===== src/rtl/ksa_if.sv =====
// ARC4 key-scheduling control and S-memory port bundle.
// Signals: en/rdy start handshake, 24-bit key, 8-bit S memory port (addr, rddata, wrdata, wren).
// master = requester + memory side; slave = ksa engine side.
interface ksa_if;
  logic        en;      // start request, accepted only while rdy=1
  logic        rdy;     // engine idle and able to accept en
  logic [23:0] key;     // byte0=key[23:16], byte1=key[15:8], byte2=key[7:0]
  logic [7:0]  addr;    // S memory address
  logic [7:0]  rddata;  // S memory read data, valid the cycle after addr
  logic [7:0]  wrdata;  // S memory write data
  logic        wren;    // S memory write enable

  modport master (
    output en, key, rddata,
    input  rdy, addr, wrdata, wren
  );

  modport slave (
    input  en, key, rddata,
    output rdy, addr, wrdata, wren
  );
endinterface


===== src/rtl/ksa.sv =====
// ARC4 key-scheduling stage: in-place 256-iteration swap loop over a 256x8 S memory preset to S[i]=i.
// Latency: 5 cycles per iteration, 1280 busy cycles per run; rdy returns 1280 edges after en is accepted.
// Backpressure: en is only taken while rdy=1; en during a run is ignored, nothing is queued.
// Ports: clk, rst (sync, active-high), bus (ksa_if.slave: en/rdy/key handshake + addr/rddata/wrdata/wren).
module ksa (
  input  logic   clk,
  input  logic   rst,
  ksa_if.slave   bus
);

  typedef enum logic [2:0] {
    IDLE,
    RD_I,
    CALC_J,
    RD_J,
    WR_I,
    WR_J
  } state_t;

  state_t      state_q, state_d;
  logic [7:0]  i_q, i_d;
  logic [7:0]  j_q, j_d;
  logic [1:0]  k_q, k_d;      // i mod 3, kept as a wrapping counter
  logic [7:0]  si_q, si_d;    // S[i] as read in CALC_J
  logic [7:0]  sj_q, sj_d;    // S[j] as read in WR_I
  logic [23:0] key_q, key_d;  // key snapshot taken when a run starts
  logic [7:0]  key_byte;

  // Key byte for the current iteration.
  always_comb begin
    key_byte = key_q[7:0];
    case (k_q)
      2'd0:    key_byte = key_q[23:16];
      2'd1:    key_byte = key_q[15:8];
      default: key_byte = key_q[7:0];
    endcase
  end

  // Next-state and memory-port decode. Outputs depend only on state and
  // registers, except wrdata in WR_I which forwards rddata (S[j]) straight
  // into S[i] so no extra cycle is spent.
  always_comb begin
    state_d    = state_q;
    i_d        = i_q;
    j_d        = j_q;
    k_d        = k_q;
    si_d       = si_q;
    sj_d       = sj_q;
    key_d      = key_q;
    bus.rdy    = 1'b0;
    bus.addr   = 8'd0;
    bus.wrdata = 8'd0;
    bus.wren   = 1'b0;

    case (state_q)
      IDLE: begin
        bus.rdy = 1'b1;
        if (bus.en) begin
          i_d     = 8'd0;
          j_d     = 8'd0;
          k_d     = 2'd0;
          key_d   = bus.key;
          state_d = RD_I;
        end
      end

      RD_I: begin
        bus.addr = i_q;
        state_d  = CALC_J;
      end

      CALC_J: begin
        // rddata holds S[i]; the 8-bit sum wraps modulo 256 by width.
        si_d    = bus.rddata;
        j_d     = j_q + bus.rddata + key_byte;
        state_d = RD_J;
      end

      RD_J: begin
        bus.addr = j_q;
        state_d  = WR_I;
      end

      WR_I: begin
        // S[j] was read before either write of this iteration, so the
        // i==j case writes the same value twice and stays correct.
        bus.addr   = i_q;
        bus.wrdata = bus.rddata;
        bus.wren   = 1'b1;
        sj_d       = bus.rddata;
        state_d    = WR_J;
      end

      WR_J: begin
        bus.addr   = j_q;
        bus.wrdata = si_q;
        bus.wren   = 1'b1;
        if (i_q == 8'd255) begin
          state_d = IDLE;
        end else begin
          i_d     = i_q + 8'd1;
          k_d     = (k_q == 2'd2) ? 2'd0 : k_q + 2'd1;
          state_d = RD_I;
        end
      end

      default: begin
        state_d = IDLE;
      end
    endcase
  end

  always_ff @(posedge clk) begin
    if (rst) begin
      state_q <= IDLE;
      i_q     <= 8'd0;
      j_q     <= 8'd0;
      k_q     <= 2'd0;
      si_q    <= 8'd0;
      sj_q    <= 8'd0;
      key_q   <= 24'd0;
    end else begin
      state_q <= state_d;
      i_q     <= i_d;
      j_q     <= j_d;
      k_q     <= k_d;
      si_q    <= si_d;
      sj_q    <= sj_d;
      key_q   <= key_d;
    end
  end

  // A self-swap must read back the value it started from.
  always_ff @(posedge clk) begin
    if (!rst && state_q == WR_J && i_q == j_q) begin
      assert (sj_q == si_q);
    end
  end

  // k never reaches 3.
  always_ff @(posedge clk) begin
    if (!rst) begin
      assert (k_q != 2'd3);
    end
  end

endmodule


===== src/flat_wrapper.sv =====
// flat-port wrapper written by rule: the top's interface ports become plain ports
module ksa_flat 
  (clk, rst, bus_en, bus_key, bus_rddata, bus_rdy, bus_addr, bus_wrdata, bus_wren);
  ksa_if bus_i ();
  input  logic clk;
  input  logic rst;
  input wire logic [$bits(bus_i.en)-1:0] bus_en;
  input wire logic [$bits(bus_i.key)-1:0] bus_key;
  input wire logic [$bits(bus_i.rddata)-1:0] bus_rddata;
  output wire logic [$bits(bus_i.rdy)-1:0] bus_rdy;
  output wire logic [$bits(bus_i.addr)-1:0] bus_addr;
  output wire logic [$bits(bus_i.wrdata)-1:0] bus_wrdata;
  output wire logic [$bits(bus_i.wren)-1:0] bus_wren;
  assign bus_i.en = bus_en;
  assign bus_i.key = bus_key;
  assign bus_i.rddata = bus_rddata;
  assign bus_rdy = bus_i.rdy;
  assign bus_addr = bus_i.addr;
  assign bus_wrdata = bus_i.wrdata;
  assign bus_wren = bus_i.wren;
  ksa u_core (.clk(clk), .rst(rst), .bus(bus_i));
endmodule

===== config.mk =====
export PLATFORM = sky130hd
export DESIGN_NAME = ksa_flat
export DESIGN_NICKNAME = d
export VERILOG_FILES = /design/src/rtl/ksa_if.sv /design/src/rtl/ksa.sv /design/src/flat_wrapper.sv
export SDC_FILE = /design/constraint.sdc
export NUM_CORES = 1
export LEC_CHECK = 0
export ABC_AREA = 1
export ABC_CLOCK_PERIOD_IN_PS = 2650
export BUFFER_PORTS_ARGS = -buffer_cell sky130_fd_sc_hd__clkbuf_2
export CORE_ASPECT_RATIO = 0.7
export CORE_UTILIZATION = 35
export DETAILED_ROUTE_END_ITERATION = 10
export HOLD_SLACK_MARGIN = 0.12
export SLEW_MARGIN = 20
export SYNTH_ARGS = -nofsm -noshare
export SYNTH_HDL_FRONTEND = slang
export SYNTH_SLANG_ARGS = --single-unit
export TNS_END_PERCENT = 1

===== constraint.sdc =====
create_clock -name clk -period 2.65 [get_ports clk]
set_input_delay 0 -clock clk [delete_from_list [all_inputs] [get_ports clk]]
set_output_delay 0 -clock clk [all_outputs]
set_load 0.1 [all_outputs]

---- Yosys cells after proc, flatten, opt, wreduce, memory -nomap -nowiden ----
Index checks and enable logic that the tools add are counted.
cells by class
  multiplexer cells ....................... 16
  reductions and logical operators ........ 10
  add/sub/neg operators ................... 4
  equal/unequal tests ..................... 10
operators by type and width
  cell                                                             count
  8-bit case mux with 2 select lines                               5
  3-bit case mux with 6 select lines                               1
  8-bit adder                                                      2
  8-bit 2-to-1 mux                                                 2
  8-bit by 1-bit adder with 8-bit output, second input constant    1
  8-bit == test, second input constant                             1
  3-bit by 2-bit == test with 1-bit output, second input constant  2
  3-bit == test, second input constant                             2
  2-bit 2-to-1 mux                                                 3
  2-bit OR reduction                                               3
  2-bit inequality test, second input constant                     2
  2-bit case mux with 2 select lines                               1
  2-bit AND reduction                                              2
  2-bit nonzero test                                               2
  3-bit by 1-bit == test with 1-bit output, second input constant  1
  3-bit logical NOT                                                1
  1-bit 2-to-1 mux                                                 3
  3-bit 2-to-1 mux                                                 1
  3-bit AND reduction                                              1
  2-bit by 1-bit adder with 2-bit output, second input constant    1
  2-bit by 1-bit == test with 1-bit output, second input constant  1
  2-bit == test, second input constant                             1
  2-bit logical NOT                                                1
word-level totals
  word-level logic and storage cells ...... 46
  flip-flop bits (word level) ............. 53
  input port bits ......................... 35

---- Logic depth before layout (Yosys ltp) ----
  depth in word-level cells ............... 4
  depth in mapped cells ................... 16

---- Least setup slack after synthesis ----
Ideal clock, no wire load.
  path type ............................... register to output
  start ................................... register u_core.state_q[1]
  end ..................................... output port bus_wrdata[0]
  stages on the path, launching flop included .. 6
  required time ........................... 2.650 ns
  arrival ................................. 2.980 ns
  slack ................................... -0.330 ns
  path through ............................ dfxtp_1 > inv_1 > nand2_1 > nor2_1 > inv_1 > o21ai_0
between the ends
  longest elaborated chain between the ends .. 2
ends and longest elaborated chain
  what                                    line                text
  from (decl)                             ksa.sv:20           state_t state_q, state_d;
  from (signal assigned)                  ksa.sv:123          state_q <= state_d;
  3-bit == test (on tied branches)        -
  8-bit case mux with 2 select lines (*)  ksa.sv:55           case (state_q)
  to (decl)                               flat_wrapper.sv:12  output wire logic [$bits(bus_i.wrdata)-1:0] bus_wrdata;
Mark *: on every way between the ends. The rest lies on a longest branch, timed or not.

---- Worst setup path in the final report ----
  start ................................... register u_core.k_q[0]
  end ..................................... register u_core.j_q[5]
between the ends
  longest elaborated chain between the ends .. 4
ends and longest elaborated chain
  what                                                                                  line        text
  from (decl)                                                                           ksa.sv:23   logic [1:0] k_q, k_d;
  from (signal assigned)                                                                ksa.sv:126  k_q <= k_d;
  2-bit by 1-bit == test with 1-bit output / 2-bit logical NOT (equally long branches)  ksa.sv:32   case (k_q)
  8-bit case mux with 2 select lines (*)                                                ksa.sv:32
  8-bit adder (*)                                                                       ksa.sv:75   j_d = j_q + bus.rddata + key_byte;
  8-bit case mux with 2 select lines (*)                                                ksa.sv:55
  to (signal assigned)                                                                  ksa.sv:125  j_q <= j_d;
  to (decl)                                                                             ksa.sv:22   logic [7:0] j_q, j_d;
Marked as above.
A chain may end at the register's enable or synchronous reset.

==> flow_metrics.tcl <==
set metrics [dict create \
    outcome "finished, final reports clean" \
    dieWidth_um 110.4 \
    place_area_um2 3217 \
    final_area_um2 3755 \
    diodes 0 \
    numClockSinks 53 \
    fmax_ghz 0.4032 \
    stdcell_count 594 \
    synthDistinctLibCells 30 \
    wl_per_cell_um 12.90 \
    overflow 0 \
    multi_input_area_um2 1535 \
    drtPass1Iterations 4 \
    wirelength_um 7662 \
    cp-end-kind "flip-flop" \
    start_util_pct 36.42 \
    setup_viol 0 \
    fp.coreArea_um2 7905 \
    hold_class "in2reg" \
    drt_iter0_drc 86 \
    place_inst 553 \
    cp.arrival_ns 2.65 \
    cts_max_path_buffers 2 \
    powerDensity_nw_per_um2 630.2 \
    slew_headroom_pct 49.85 \
    crit_path_start_kind "flip-flop" \
    place.gp.congestion 0.8209 \
    fp.dieH_um 77.88 \
    post_cts_buffers 0 \
    cts_buffers 5 \
    cp_max_fo 4 \
    vias_per_cell 4.823 \
    seqCellArea_um2 1062 \
    clk_pin_slew_ns 0.08 \
    cap_violations 0 \
    fill_cells 813 \
    worst_pin_slew_ns 0.7514 \
    routed-via-count 2865 \
    grt_pass1_wl_um 13230 \
    synth_cells 410 \
    finalPower_mw 2.366 \
    synth-seq-cells 53 \
    clk_latency_ns 0.31 \
    finalClockSkew_ns 0.009587 \
    yosysWarnings 0 \
    dieArea_um2 8598 \
    drtAntennaViolNets 0 \
    layout_common_cells "nand2_1, inv_1, clkbuf_2, dfxtp_1, a21oi_1" \
    maxSlewViolCount 0 \
    synth_area_um2 2879 \
    cts_tree "done" \
    rows 27 \
    grt_max_degree 36 \
    ioPinCount 53 \
    synth_seq_area_share_pct 36.85 \
    p_leak_nw 1.670 \
    layout-drive-gt1-share_pct 16.84 \
    synth_nets 460 \
    cts_root_buffer "clkbuf_16" \
    h-tree-depth 2 \
    critPathKind "reg2reg" \
    grtUsageTotal_pct 19.12 \
    layout_commonest_cell "nand2_1" \
    port_buffers 52 \
    synth_area_per_cell_um2 7.022 \
    fin_crit_ns 2.480 \
    hpwl_um 5495 \
    min_period_over_period_pct 93.60 \
    grt_pass1_vias 2812 \
    final_nets 542 \
    peakVddDrop_mv 0.2801 \
    finalSetupTns_ns 0 \
    final_util_pct 47.50 \
    drc 0 \
    grt_antenna_before_repair 0 \
    area_growth_syn_to_layout_pct 30.42 \
    required_ns 2.82 \
    hold_violations 0 \
]
stage by stage:
stage	hold slack [ns]	worst slack, ns
4_1_cts	0.3329	0.02838
3_5_place_dp	0.2407	-0.02753
3_3_place_gp	0.2359	0.07476
5_1_grt	0.3648	-0.01522
2_1_floorplan	0.1427	-0.3304
6_report	0.3310	0.1696
final timing paths:
kind / from / to / slack, ns / depth (start not counted)
setup / recovery: u_core.k_q[0] / u_core.j_q[5] / 0.17 / 13
hold / removal: rst / u_core.j_q[0] / 0.33 / 2
setup reg to reg: u_core.k_q[0] / u_core.j_q[5] / 0.17 / 13
hold reg to reg: u_core.key_q[10] / u_core.key_q[10] / 0.46 / 2
cell type report:
cell class,count,share of cell area (%)
clock buffer,5,3.332
clock inverter,3,0.7664
inverter,69,7.031
multi-input combinational,275,40.89
sequential,53,28.29
tap,101,3.366
timing repair buffer,88,16.33
critical path, cell delays in order, from the launching register on:
cell and delay, ns:
dfxtp_1 0.32, inv_1 0.14, nand2_2 0.10, o221ai_2 0.16, fa_1 0.44, inv_1 0.07, ha_1 0.17, inv_1 0.07
fa_2 0.33, inv_2 0.08, a21oi_1 0.08, or2_2 0.27, nand3_1 0.07, a21oi_1 0.06
report_power, final:
part	switching, mW	internal [mW]	total (mW)	leakage, nW
clock	0.341	0.363	0.704	0.0763
combinational	0.473	0.278	0.751	1.16
sequential	0.0397	0.871	0.911	0.433
timing repair:
| item | in CTS | in global routing |
|---|---|---|
| endpoints found under the setup margin | 1 | 4 |
| pin swaps | 0 | 1 |
| hold buffers | 33 | 0 |
| endpoints found under the hold margin | 33 | 0 |
| gates resized for setup | 1 | 12 |
kinds of logic after synthesis:
logic type,synth area share [%]
flip-flops,36.85
AO/OA/AOI/OAI,19.43
buffers and inverters,11.56
AND/OR/NAND/NOR,23.56
adder cells (fa/ha/maj),8.605
Yosys cell counts (all sizes together):
| cell type | n | area, um^2 |
|---|---|---|
| dfxtp | 53 | 1061 |
| buf | 8 | 52.55 |
| inv | 68 | 257.8 |
| o21ai | 34 | 170.2 |
| a21o | 1 | 7.510 |
| clkbuf | 5 | 18.77 |
| o22ai | 8 | 50.05 |
| nor2 | 20 | 101.4 |
| ha | 7 | 87.58 |
| o31ai | 1 | 7.510 |
| nand3b | 1 | 7.510 |
| nand4 | 6 | 37.54 |
| a21oi | 51 | 255.2 |
| or2 | 1 | 6.260 |
| nand2 | 104 | 400.4 |
| nand3 | 18 | 90.09 |
| o21a | 1 | 7.510 |
| fa | 8 | 160.2 |
| clkinv | 1 | 3.750 |
| o221ai | 7 | 61.31 |
| nor3 | 7 | 35.03 |
state kept, by name, summed over array words and instances (netlist names):
name	flops
u_core.si_q	8
u_core.k_q	2
u_core.i_q	8
u_core.key_q	24
u_core.j_q	8
u_core.state_q	3
routing by layer:
layer  up-vias  global-route usage (%)  part of all wire [%]
li1       1502                       -                     -
met1      1309                   24.99                    51
met2        46                   32.61                    45
met3         8                   3.359                   3.8
met4         0                   4.933                  0.91
met5         -                       0                     0
(Power assumes the default switching activity.)
